`config.mk`:
```
export PLATFORM = sky130hd
export DESIGN_NAME = ysyx_25060170_ifu
export DESIGN_NICKNAME = d
export VERILOG_FILES = /design/src/rtl/ysyx_25060170_ifu_pkg.sv /design/src/rtl/ysyx_25060170_ifu.sv
export SDC_FILE = /design/constraint.sdc
export NUM_CORES = 1
export LEC_CHECK = 0
export CAP_MARGIN = 20
export CORE_ASPECT_RATIO = 1.25
export CORE_UTILIZATION = 42
export CTS_BUF_LIST = sky130_fd_sc_hd__clkbuf_4
export DETAILED_ROUTE_END_ITERATION = 8
export GPL_TIMING_DRIVEN = 0
export MAX_ROUTING_LAYER = met4
export PLACE_DENSITY = 0.83
export RECOVER_POWER = 50
export SETUP_SLACK_MARGIN = 0.4
export SLEW_MARGIN = 20
export SYNTH_ARGS = -nofsm -noshare
export SYNTH_HDL_FRONTEND = slang
export SYNTH_SLANG_ARGS = --single-unit
```
`constraint.sdc`:
```
create_clock -name clk -period 2.5 [get_ports clk]
set_clock_uncertainty 0.1 [all_clocks]
set_input_delay 0.25 -clock clk [delete_from_list [all_inputs] [get_ports clk]]
set_output_delay 0.25 -clock clk [all_outputs]
set_load 0.005 [all_outputs]
```
`src/rtl/ysyx_25060170_ifu_pkg.sv`:
```
// IFU shared types: FSM state encoding, reset PC default, instruction width.
// Imported by ysyx_25060170_ifu.
package ysyx_25060170_ifu_pkg;

  localparam logic [31:0] RESET_PC_DEF = 32'h8000_0000;
  localparam int INST_W = 32;

  typedef enum logic [1:0] {
    S_FETCH   = 2'd0,
    S_WAIT    = 2'd1,
    S_DELIVER = 2'd2,
    S_HALT    = 2'd3
  } ifu_state_e;

endpackage

```
`src/rtl/ysyx_25060170_ifu.sv`:
```
// Instruction fetch unit: PC register, imem request/response FSM, IDU handshake.
// Define IFU_PERF_CNT_EN to add the perf_fetch_cnt / perf_stall_cnt outputs.
module ysyx_25060170_ifu
  import ysyx_25060170_ifu_pkg::*;
#(
  parameter int ADDR_W = 32,
  parameter logic [ADDR_W-1:0] RESET_PC = ADDR_W'(RESET_PC_DEF)
) (
  input  logic              clk,
  input  logic              rst,
  output logic              imem_req_valid,
  input  logic              imem_req_ready,
  output logic [ADDR_W-1:0] imem_req_addr,
  input  logic              imem_rsp_valid,
  input  logic [INST_W-1:0] imem_rsp_data,
  input  logic              imem_rsp_err,
  output logic              inst_valid,
  input  logic              inst_ready,
  output logic [ADDR_W-1:0] pc_o,
  output logic [INST_W-1:0] inst_o,
  input  logic              jump_en,
  input  logic [ADDR_W-1:0] dnpc,
  input  logic              halt_i,
  output logic              fetch_err,
  output logic              halted
`ifdef IFU_PERF_CNT_EN
  ,
  output logic [31:0]       perf_fetch_cnt,
  output logic [31:0]       perf_stall_cnt
`endif
);

  ifu_state_e        state;
  logic [ADDR_W-1:0] pc;
  logic [INST_W-1:0] inst_q;
  logic              err_q;

  // Request is masked while rst is held so nothing escapes during reset.
  assign imem_req_valid = (state == S_FETCH) && !rst;
  assign imem_req_addr  = pc;
  assign inst_valid     = (state == S_DELIVER);
  assign halted         = (state == S_HALT);
  assign pc_o           = pc;
  assign inst_o         = inst_q;
  assign fetch_err      = err_q;

  always_ff @(posedge clk) begin
    if (rst) begin
      state  <= S_FETCH;
      pc     <= RESET_PC;
      inst_q <= '0;
      err_q  <= 1'b0;
    end else begin
      unique case (state)
        S_FETCH: begin
          if (imem_req_ready) state <= S_WAIT;
        end
        S_WAIT: begin
          if (imem_rsp_valid) begin
            inst_q <= imem_rsp_data;
            if (imem_rsp_err) begin
              err_q <= 1'b1;
              state <= S_HALT;
            end else begin
              state <= S_DELIVER;
            end
          end
        end
        S_DELIVER: begin
          if (inst_ready) begin
            if (halt_i) begin
              state <= S_HALT;
            end else begin
              pc    <= jump_en ? dnpc : pc + ADDR_W'(4);
              state <= S_FETCH;
            end
          end
        end
        S_HALT: begin
          state <= S_HALT;
        end
      endcase
    end
  end

`ifdef IFU_PERF_CNT_EN
  logic stall_cyc;

  assign stall_cyc = ((state == S_FETCH) && !imem_req_ready)
                  || ((state == S_WAIT) && !imem_rsp_valid);

  always_ff @(posedge clk) begin
    if (rst) begin
      perf_fetch_cnt <= 32'd0;
      perf_stall_cnt <= 32'd0;
    end else begin
      if (inst_valid && inst_ready)
        perf_fetch_cnt <= perf_fetch_cnt + 32'd1;
      if (stall_cyc)
        perf_stall_cnt <= perf_stall_cnt + 32'd1;
    end
  end
`endif

endmodule

```
# Word-level counts from Yosys, hierarchy flattened
# Index checks and enable logic that the tools add are counted.
# totals
ff_bits	67
output_inout_bits	100
# op_classes
addsub	1
n_eq_ne	6
mux	7
bitwise_logic	1
n_reduce_logical	7
# op_table
cell	count
$add 32x3->32 const B	1
$mux 32	1
$reduce_and 3->1	3
$mux 2	4
$pmux 2 s4	1
$eq 2x2->1 const B	2
$ne 2x2->1 const B	2
$eq 2x1->1 const B	1
$logic_not 2->1	1
$ne 2x1->1 const B	1
$reduce_and 2->1	1
$logic_and 1x1->1	1
$logic_not 1->1	1
$mux 1	1
$not 1->1	1

# Longest topological paths before layout
# Gate-level depths: netlist (run 1).
# logic_depth
ltp_word	3
depth_mapped	8
mapped_depth_nobuf	6

# Worst setup path before layout (run 1)
# Ideal clock, no wire load.
# synth_timing
kind	register to register
start	register pc[2] (netlist: imem_req_addr[2])
end	register pc[24] (netlist: imem_req_addr[24])
setup_time_ns	0.133
arrival_time_ns	1.926
required_ns	2.267
slack_ns	0.341
stages_incl_launch_ff	8
path_buffers	1
synth_period_minus_slack_ns	2.159
cell_sequence	dfxtp_1 > ha_1 > nand4_1 > or4_1 > buf_2 > nor3_1 > mux2i_1 > a31oi_1
# synth_via
elab_chain_len	2
# synth_rtl
element	line_no	text
start: declaration	ysyx_25060170_ifu.sv:34	logic [ADDR_W-1:0] pc;
start signal: assignment	ysyx_25060170_ifu.sv:74	pc <= jump_en ? dnpc : pc + ADDR_W'(4);
$add 32x3->32	ysyx_25060170_ifu.sv:74	
$mux 32	ysyx_25060170_ifu.sv:74	
# No other way between the ends.
# A chain may end at the register's enable or synchronous reset.

# Final worst setup path (run 1)
# layout_timing
start	register state[0]
end	register pc[21] (netlist: imem_req_addr[21])
# layout_via
elab_chain_len	2
# layout_rtl
element	line_no	text
start: declaration	ysyx_25060170_ifu.sv:33	ifu_state_e state;
start signal: assignment	ysyx_25060170_ifu.sv:49	state <= S_FETCH;
start signal: assignment	ysyx_25060170_ifu.sv:56	if (imem_req_ready) state <= S_WAIT;
start signal: assignment	ysyx_25060170_ifu.sv:63	state <= S_HALT;
$eq 2x2->1	ysyx_25060170_ifu.sv:54	unique case (state)
$reduce_and 3->1 (no source line)	--	
# No other way between the ends.

==> reports/results.md, run 1 <==
| Stage | Quantity | This run |
|---|---|---|
| synthesis | Main combinational cell family by area after synthesis | simple AND/OR/NAND/NOR gates |
| synthesis | Post-Synthesis Cell Area | 3490 um2 |
| detailed routing | Number of iterations in the first detailed-routing pass | 5 |
| finish | Number of nets in the layout | 731 |
| timing | Setup repair after global routing missed its margin | true |
| clocking | Clock Path Buffers | 2 |
| timing | Total Negative Setup Slacks | 0 ns |
| worst setup path | CP max FO | 8 |
| worst setup path | Worst-path cell with the longest stage delay | sky130_fd_sc_hd__or4bb_1 |
| floorplan | Die height | 104 um |
| detailed routing | Remaining DRCs | 0 |
| worst setup path | Start-to-end type of the worst setup path | flip-flop to flip-flop |
| synthesis | Share of synthesized registers carrying an async set or reset | 0 |
| detailed routing | DRC violation total after the first TritonRoute iteration | 333 |
| finish | Post-route cell area | 5730 um2 |
| synthesis | Most instantiated library cell after synthesis | sky130_fd_sc_hd__nand2_1 |
| worst setup path | List of cells traversed by the critical path | or4bb_1, nor2_1, a221oi_2, a2111oi_2 |
| synthesis | Post-synth cell types | 52 |
| clocking | Clock-pin slew of the registers on the worst-case setup and hold paths | 0.12 ns |
| synthesis | Avg Synthesized Cell Area | 7.61 um2 |
| worst setup path | Worst Setup End Kind | flip-flop |
| detailed routing | Via count | 4302 |
| finish | Fraction of layout instances using a drive strength above 1 | 0.154 |
| timing | Relative slew slack | 0.594 |
| outcome | Outcome | finished, final reports clean |
| detailed routing | Detail-routed via count per cell | 5.68 |
| timing | # setup viols final | 0 |
| finish | ANT cells | 0 |
| worst setup path | Worst Setup Start Kind | flip-flop |
| synthesis | Synth top area share | 0.384 |
| synthesis | Cell accounting for the most synthesized area | sky130_fd_sc_hd__dfxtp_1 |
| global route | Total global routing track utilization | 0.286 |
| clocking | Clk Latency, worst-skew pair | 0.44 ns |
| global route | Number of antenna violations at the first check in global routing | 0 |
| global route | Maximum number of pins on one net before global-route repair | 13 |
| timing | Final clock period utilization by the worst path | 0.892 |
| synthesis | Top cells by area in the synthesized netlist | sky130_fd_sc_hd__dfxtp_1 (38%), sky130_fd_sc_hd__nand2_1 (11%), sky130_fd_sc_hd__a21oi_1 (8.5%), sky130_fd_sc_hd__buf_4 (6.9%), sky130_fd_sc_hd__clkbuf_1 (3.1%) |
| global route | Global-route wire length before repair | 19.4 mm |
| timing | Final max-slew violation count | 0 |
| clocking | CTS Root Cell | sky130_fd_sc_hd__clkbuf_4 |
| floorplan | Placeable core region | 7930 um2 |
| clocking | Clock tree from TritonCTS | done |
| synthesis | Number of cells produced by synthesis | 459 |
| synthesis | List of most frequent post-synthesis cells | sky130_fd_sc_hd__nand2_1 (104), sky130_fd_sc_hd__dfxtp_1 (67), sky130_fd_sc_hd__a21oi_1 (59), sky130_fd_sc_hd__buf_4 (32), sky130_fd_sc_hd__clkbuf_1 (29) |
| power | Leakage Power | 0.00224 uW |
| timing | Final hold violation count | 0 |
| place | HPWL reported at the end of detailed placement | 8.83 mm |
| clocking | Number of buffers inserted by hold repair at cts | 0 |
| finish | Fin util | 0.723 |
| floorplan | Total Die Area | 8690 um2 |
| global route | Number of global-route vias before repair | 4109 |
| synthesis | Area share of xor/xnor cells in the synthesized design | 0 |
| power | IR drop worst, VDD | 0.000362 V |
| synthesis | Adder and majority gate portion of the synthesized area | 0.00358 |
| detailed routing | Routed wire length | 12.6 mm |
| power | Power per standard cell area | 408 nW/um2 |
| synthesis | Multiplexer share of the synthesized area | 0.0115 |
| clocking | # H-tree levels | 3 |
| finish | Final Non-Filler Cells | 758 |
| place | Standard cell area after detailed placement | 5320 um2 |
| place | I/O Buffers | 170 |
| worst setup path | Arrival time at the worst endpoint | 2.47 ns |
| finish | Number of inserted filler cells in the final layout | 647 |
| synthesis | Yosys warning count | 0 |
| synthesis | Synthesized netlist net count | 532 |
| finish | Area added between synthesis and finish | 64.1% |
| detailed routing | Routed wire length per instance | 16.6 um |
| synthesis | Main flop type after synthesis | sky130_fd_sc_hd__dfxtp_1 |
| clocking | Clock buffer count from CTS | 9 |
| min path | Type of the tightest min-delay check | input pin to flip-flop |
| floorplan | Number of ports placed on the die boundary | 172 |
| timing | Fmax | 448 MHz |
| synthesis | Synthesized-area fraction occupied by ao, oa, aoi and oai cells | 0.227 |
| global route | Total gr overflow | 0 |
| worst setup path | Data required, critical path | 2.74 ns |
| synthesis | Number of synthesized flops with an enable pin | 0 |
| clocking | TritonCTS sink count | 67 |
| synthesis | Post-synthesis register bit count | 67 |
| run | MaxCap Viol Count | 0 |
| timing | Worst Tran Pin Value | 0.608 ns |
| floorplan | Die X-Extent | 83.6 um |
| place | Placed Cells | 724 |
| floorplan | Initial cell density of the core | 0.441 |
| place | Gp weighted congestion | 0.919 |
| floorplan | Row count | 36 |
| worst setup path | Largest stage delay, worst path | 0.67 ns |
| synthesis | Sequential area share after synthesis | 0.384 |
| synthesis | Simple-gate area share of the yosys netlist | 0.260 |
| detailed routing | Final ANT Viol Nets | 0 |
| timing | Period minus WS final | 2.23 ns |
timing repair:
| action | 4_1_cts | 5_1_grt |
|---|---|---|
| setup endpoints to repair | 28 | 23 |
| resized for setup | 29 | 26 |
| buffers inserted | 9 | 9 |
| pin swaps | 3 | 7 |
| cloned | 0 | 0 |
critical path, delay by kind of cell (launching register included):
family,cells,cell delay (ns)
compound gates,2,0.50
simple gates,2,1.14
flops,1,0.40
cell usage in the layout (no fill, tap or decap), drive strengths merged, types with 10 or more instances in the layout:
master / count
a211oi: 10
a21oi: 59
buf: 45
clkbuf: 49
clkdlybuf4s50: 118
dfxtp: 67
dlygate4sd3: 52
nand2: 104
nand3: 12
nor2: 23
nor3: 10
o21ai: 19
final cells by class:
class / instances / area, um2 / area share
Multi-Input combinational cell: 322 / 1840 / 0.321
Timing Repair Buffer: 188 / 1840 / 0.320
Sequential cell: 67 / 1350 / 0.235
Buffer: 66 / 410 / 0.0716
Tap cell: 95 / 119 / 0.0207
Clock inverter: 6 / 90.1 / 0.0157
Clock buffer: 10 / 75.1 / 0.0131
Inverter: 4 / 15.0 / 0.00262
state kept, by name, indices dropped and copies added, names as in the netlist:
register       flops
imem_req_addr     32
inst_o            32
state              2
fetch_err          1
through the flow:
step / worst slack [ns] / hold WS [ns] / total power (uW)
6_report: 0.269 / 0.235 / 2340
5_1_grt: 0.179 / 0.236 / 2420
4_1_cts: 0.351 / 0.227 / 2340
3_5_place_dp: -0.327 / 0.348 / 1510
3_3_place_gp: -0.265 / 0.340 / 1510
2_1_floorplan: 0.423 / 0.286 / 1280
report_power, final:
| part | switching (uW) | internal (uW) |
|---|---|---|
| combinational | 161 | 208 |
| sequential | 23.7 | 1100 |
| clock | 431 | 418 |
path summary, 6_finish.rpt:
path,start,end,slack [ns],cells after the start
min,rst,imem_req_addr[23]$_SDFFE_PP0P_,0.23,2
max reg2reg,state[0]$_SDFFE_PP0P_,imem_req_addr[21]$_SDFFE_PP0P_,0.27,4
min reg2reg,inst_o[5]$_SDFFE_PP0P_,inst_o[5]$_SDFFE_PP0P_,0.36,2
max,state[0]$_SDFFE_PP0P_,imem_req_addr[21]$_SDFFE_PP0P_,0.27,4
routing by layer:
metal  wire length [um]  vias to the layer above  GRT usage
li1                   -                     2005          -
met2               6240                      269      0.491
met5                  0                        -          -
met4                422                        0      0.154
met1               4810                     1981      0.313
met3               1110                       47     0.0508
logic make-up (layout without fill, tap and decap cells):
logic type | after synthesis | in the layout
adders and majority gates | 1 | 1
buffers and inverters | 70 | 274
and+or+nand+nor | 188 | 188
muxes | 4 | 4
DFF | 67 | 67
AOI/OAI and AO/OA | 129 | 129
Power figures use the tool's default switching activity.
==> run 2, diff against run 1 <==
--- a/config.mk
+++ b/config.mk
@@ -14,6 +14,7 @@
 export MAX_ROUTING_LAYER = met4
 export PLACE_DENSITY = 0.83
 export RECOVER_POWER = 50
+export REMOVE_ABC_BUFFERS = 1
 export SETUP_SLACK_MARGIN = 0.4
 export SLEW_MARGIN = 20
 export SYNTH_ARGS = -nofsm -noshare
==> reports/results.md, run 2 (synthesis gave the netlist of run 1 again) <==
| Stage | Quantity | This run | Delta |
|---|---|---|---|
| power | Sequential fraction of design power | 0.533 | +0.054 |
| timing | Relative slew slack | 0.279 | -0.316 |
| min path | Hold path startpoint | jump_en |  |
| worst setup path | Reg2reg setup slack | 0.27 ns | about the same |
| timing | Final max-slew violation count | 0 | unchanged |
| outcome | Outcome | finished, final reports clean |  |
| finish | Fraction of layout instances using a drive strength above 1 | 0.114 | -0.0403 |
| worst setup path | Critical register-to-register path startpoint | imem_req_addr[9]$_SDFFE_PP0P_ |  |
| clocking | Clock Path Buffers | 2 | unchanged |
| detailed routing | Remaining DRCs | 0 | unchanged |
| floorplan | Die X-Extent | 83.6 um | unchanged |
| worst setup path | List of cells traversed by the critical path | nand4_4, or4_4, or3_1, a31oi_1, o21ai_0 |  |
| power | Internal | 1500 uW | -13% |
| finish | Area added between synthesis and finish | 53.5% |  |
| power | Proportion of power drawn by combinational gates | 0.162 | +0.004 |
| finish | Most common library cell in the layout ignoring fill and taps | sky130_fd_sc_hd__clkdlybuf4s50_1 |  |
| worst setup path | Worst Setup End Kind | flip-flop |  |
| clocking | Clock tree from TritonCTS | done |  |
| clocking | Clock-pin slew of the registers on the worst-case setup and hold paths | 0.12 ns | about the same |
| global route | Maximum number of pins on one net before global-route repair | 75 | +62 |
| detailed routing | Met2 routed wirelength | 5.72 mm | -8.3% |
| detailed routing | Detail-routed via count per cell | 5.70 | +0.41% |
| min path | Capture endpoint of the worst hold path | imem_req_addr[2]$_SDFFE_PP0P_ |  |
| worst setup path | Largest stage delay, worst path | 0.60 ns | -0.07 ns |
| place | Gp weighted congestion | 0.824 | -10% |
| floorplan | Number of ports placed on the die boundary | 172 | unchanged |
| timing | Worst Tran Pin Value | 1.08 ns | +0.473 ns |
| worst setup path | Arrival time at the worst endpoint | 2.42 ns | -0.05 ns |
| worst setup path | Buf+Inv Stages, Crit Path | 0 | unchanged |
| floorplan | Placeable core region | 7930 um2 | unchanged |
| place | I/O Buffers | 171 | +0.59% |
| min path | WHS Path Cells | 3 | +1 |
| global route | Total gr overflow | 0 | unchanged |
| floorplan | Initial cell density of the core | 0.441 | unchanged |
| floorplan | Row count | 36 | unchanged |
| timing | Fmax | 449 MHz | +0.14% |
| clocking | # H-tree levels | 3 | unchanged |
| worst setup path | Cell class contributing the biggest share of worst-path delay | simple AND/OR/NAND/NOR gates |  |
| detailed routing | Routed wire length | 11.4 mm | -9.2% |
| detailed routing | Met3 wirelength from detailed routing | 936 um | -16% |
| clocking | Clk Latency, worst-skew pair | 0.43 ns | about the same |
| detailed routing | DRC violation total after the first TritonRoute iteration | 233 | -30% |
| worst setup path | CP max FO | 8 | unchanged |
| detailed routing | Top Layer Used | met4 |  |
| clocking | CTS Root Cell | sky130_fd_sc_hd__clkbuf_4 |  |
| timing | Setup repair after global routing missed its margin | true |  |
| global route | Total global routing track utilization | 0.256 | -0.0306 |
| finish | Number of nets in the layout | 667 | -8.8% |
| clocking | TritonCTS sink count | 67 | unchanged |
| global route | Number of antenna violations at the first check in global routing | 0 | unchanged |
| timing | Period minus WS final | 2.23 ns | -0.00306 ns |
| finish | ANT cells | 0 | unchanged |
| timing | WHS | 0.224 ns | -0.0106 ns |
| worst setup path | Capture point of the worst reg-to-reg path | imem_req_addr[23]$_SDFFE_PP0P_ |  |
| floorplan | Die height | 104 um | unchanged |
| power | Portion of total power attributed to the clock network | 0.305 | -0.058 |
| run | MaxCap Viol Count | 0 | unchanged |
| finish | Fin util | 0.677 | -0.0466 |
| timing | # setup viols final | 0 | unchanged |
| global route | Number of global-route vias before repair | 3633 | -12% |
| worst setup path | Worst Setup Start Kind | flip-flop |  |
| finish | Leading cell types in the layout, fill and taps excluded | sky130_fd_sc_hd__clkdlybuf4s50_1 (127), sky130_fd_sc_hd__nand2_1 (104), sky130_fd_sc_hd__a21oi_1 (59), sky130_fd_sc_hd__dfxtp_1 (59), sky130_fd_sc_hd__dlygate4sd3_1 (42) |  |
| worst setup path | Start-to-end type of the worst setup path | flip-flop to flip-flop |  |
| detailed routing | Number of iterations in the first detailed-routing pass | 4 | -1 |
| power | Leakage Power | 0.00195 uW | -13% |
| timing | Final hold violation count | 0 | unchanged |
| detailed routing | Final ANT Viol Nets | 0 | unchanged |
| power | IR drop worst, VDD | 0.000318 V | -12% |
| detailed routing | Routed met1 length | 4.47 mm | -7.0% |
| detailed routing | Routed wire length per instance | 16.5 um | -0.83% |
| place | HPWL reported at the end of detailed placement | 7.62 mm | -14% |
| global route | Global-route wire length before repair | 17.7 mm | -8.4% |
| worst setup path | Depth of the most critical reg-to-reg path | 5 | +1 |
| timing | Final clock period utilization by the worst path | 0.891 | -0.00122 |
| worst setup path | Data required, critical path | 2.69 ns | -0.05 ns |
| power | Net switching power of the design | 608 uW | -1.3% |
| power | Power per standard cell area | 393 nW/um2 | -3.6% |
| worst setup path | Worst-path cell with the longest stage delay | sky130_fd_sc_hd__or4_4 |  |
| power | Fraction of power spent switching nets | 0.288 | +0.0248 |
| floorplan | Total Die Area | 8690 um2 | unchanged |
| min path | Type of the tightest min-delay check | input pin to flip-flop |  |
| detailed routing | Via count | 3955 | -8.1% |
| clocking | Number of buffers inserted by hold repair at cts | 0 | unchanged |
| clocking | Clock buffer count from CTS | 9 | unchanged |
[run 2: layer usage]
metal	up-vias	track usage
li1	1886	-
met1	1831	0.302
met2	210	0.419
met3	28	0.0444
met4	0	0.126
met5	-	-
[run 2: worst max-delay path by stage]
stage	from	to	slack [ns]	cells after the start
floorplan	state[1]$_SDFFE_PP0P_	imem_req_addr[31]$_SDFFE_PP1P_	-1.93	5
global route	imem_req_addr[9]$_SDFFE_PP0P_	imem_req_addr[23]$_SDFFE_PP0P_	0.16	5
global placement	inst_ready	imem_req_addr[31]$_SDFFE_PP1P_	-4.67	6
finish	imem_req_addr[9]$_SDFFE_PP0P_	imem_req_addr[23]$_SDFFE_PP0P_	0.27	5
CTS	imem_req_addr[2]$_SDFFE_PP0P_	imem_req_addr[22]$_SDFFE_PP0P_	0.39	7
detailed placement	inst_ready	imem_req_addr[21]$_SDFFE_PP0P_	-0.32	5
[run 2: timing repair]
action	CTS	global route
pin swaps	9	8
endpoints found under the setup margin	23	11
buffers inserted	10	3
resized for setup	28	16
cloned	1	1
[run 2: worst min-delay path, cell delays in order]
cell,delay [ns]
sky130_fd_sc_hd__buf_2,0.26
sky130_fd_sc_hd__nand3_1,0.13
sky130_fd_sc_hd__a31oi_1,0.07
[run 2: through the flow]
step	TNS [ns]	instance area, um2	instances	total power (uW)	worst slack [ns]
5_1_grt	0	5360	694	2210	0.162
6_report	0	5360	694	2110	0.272
4_1_cts	0	5320	690	2130	0.392
3_3_place_gp	-133.68	4940	659	1480	-4.67
3_5_place_dp	-0.977	5020	663	1490	-0.323
2_1_floorplan	-46.18	3110	393	1240	-1.93
[run 2: power groups by stage]
stage	sequential, uW	combinational [uW]	clock (uW)
floorplan	1150	92.2	0
global placement	1150	331	0
detailed placement	1150	343	0
CTS	1130	350	658
global route	1130	370	708
finish	1120	342	644
[run 2: final cells by class]
| cell class | instances | area [um2] |
|---|---|---|
| Fill cell | 629 | 2560 |
| Multi-Input combinational cell | 324 | 1880 |
| Timing Repair Buffer | 188 | 1870 |
| Sequential cell | 67 | 1360 |
| Tap cell | 95 | 119 |
| Clock buffer | 9 | 67.6 |
| Clock inverter | 7 | 53.8 |
| Inverter | 4 | 15.0 |
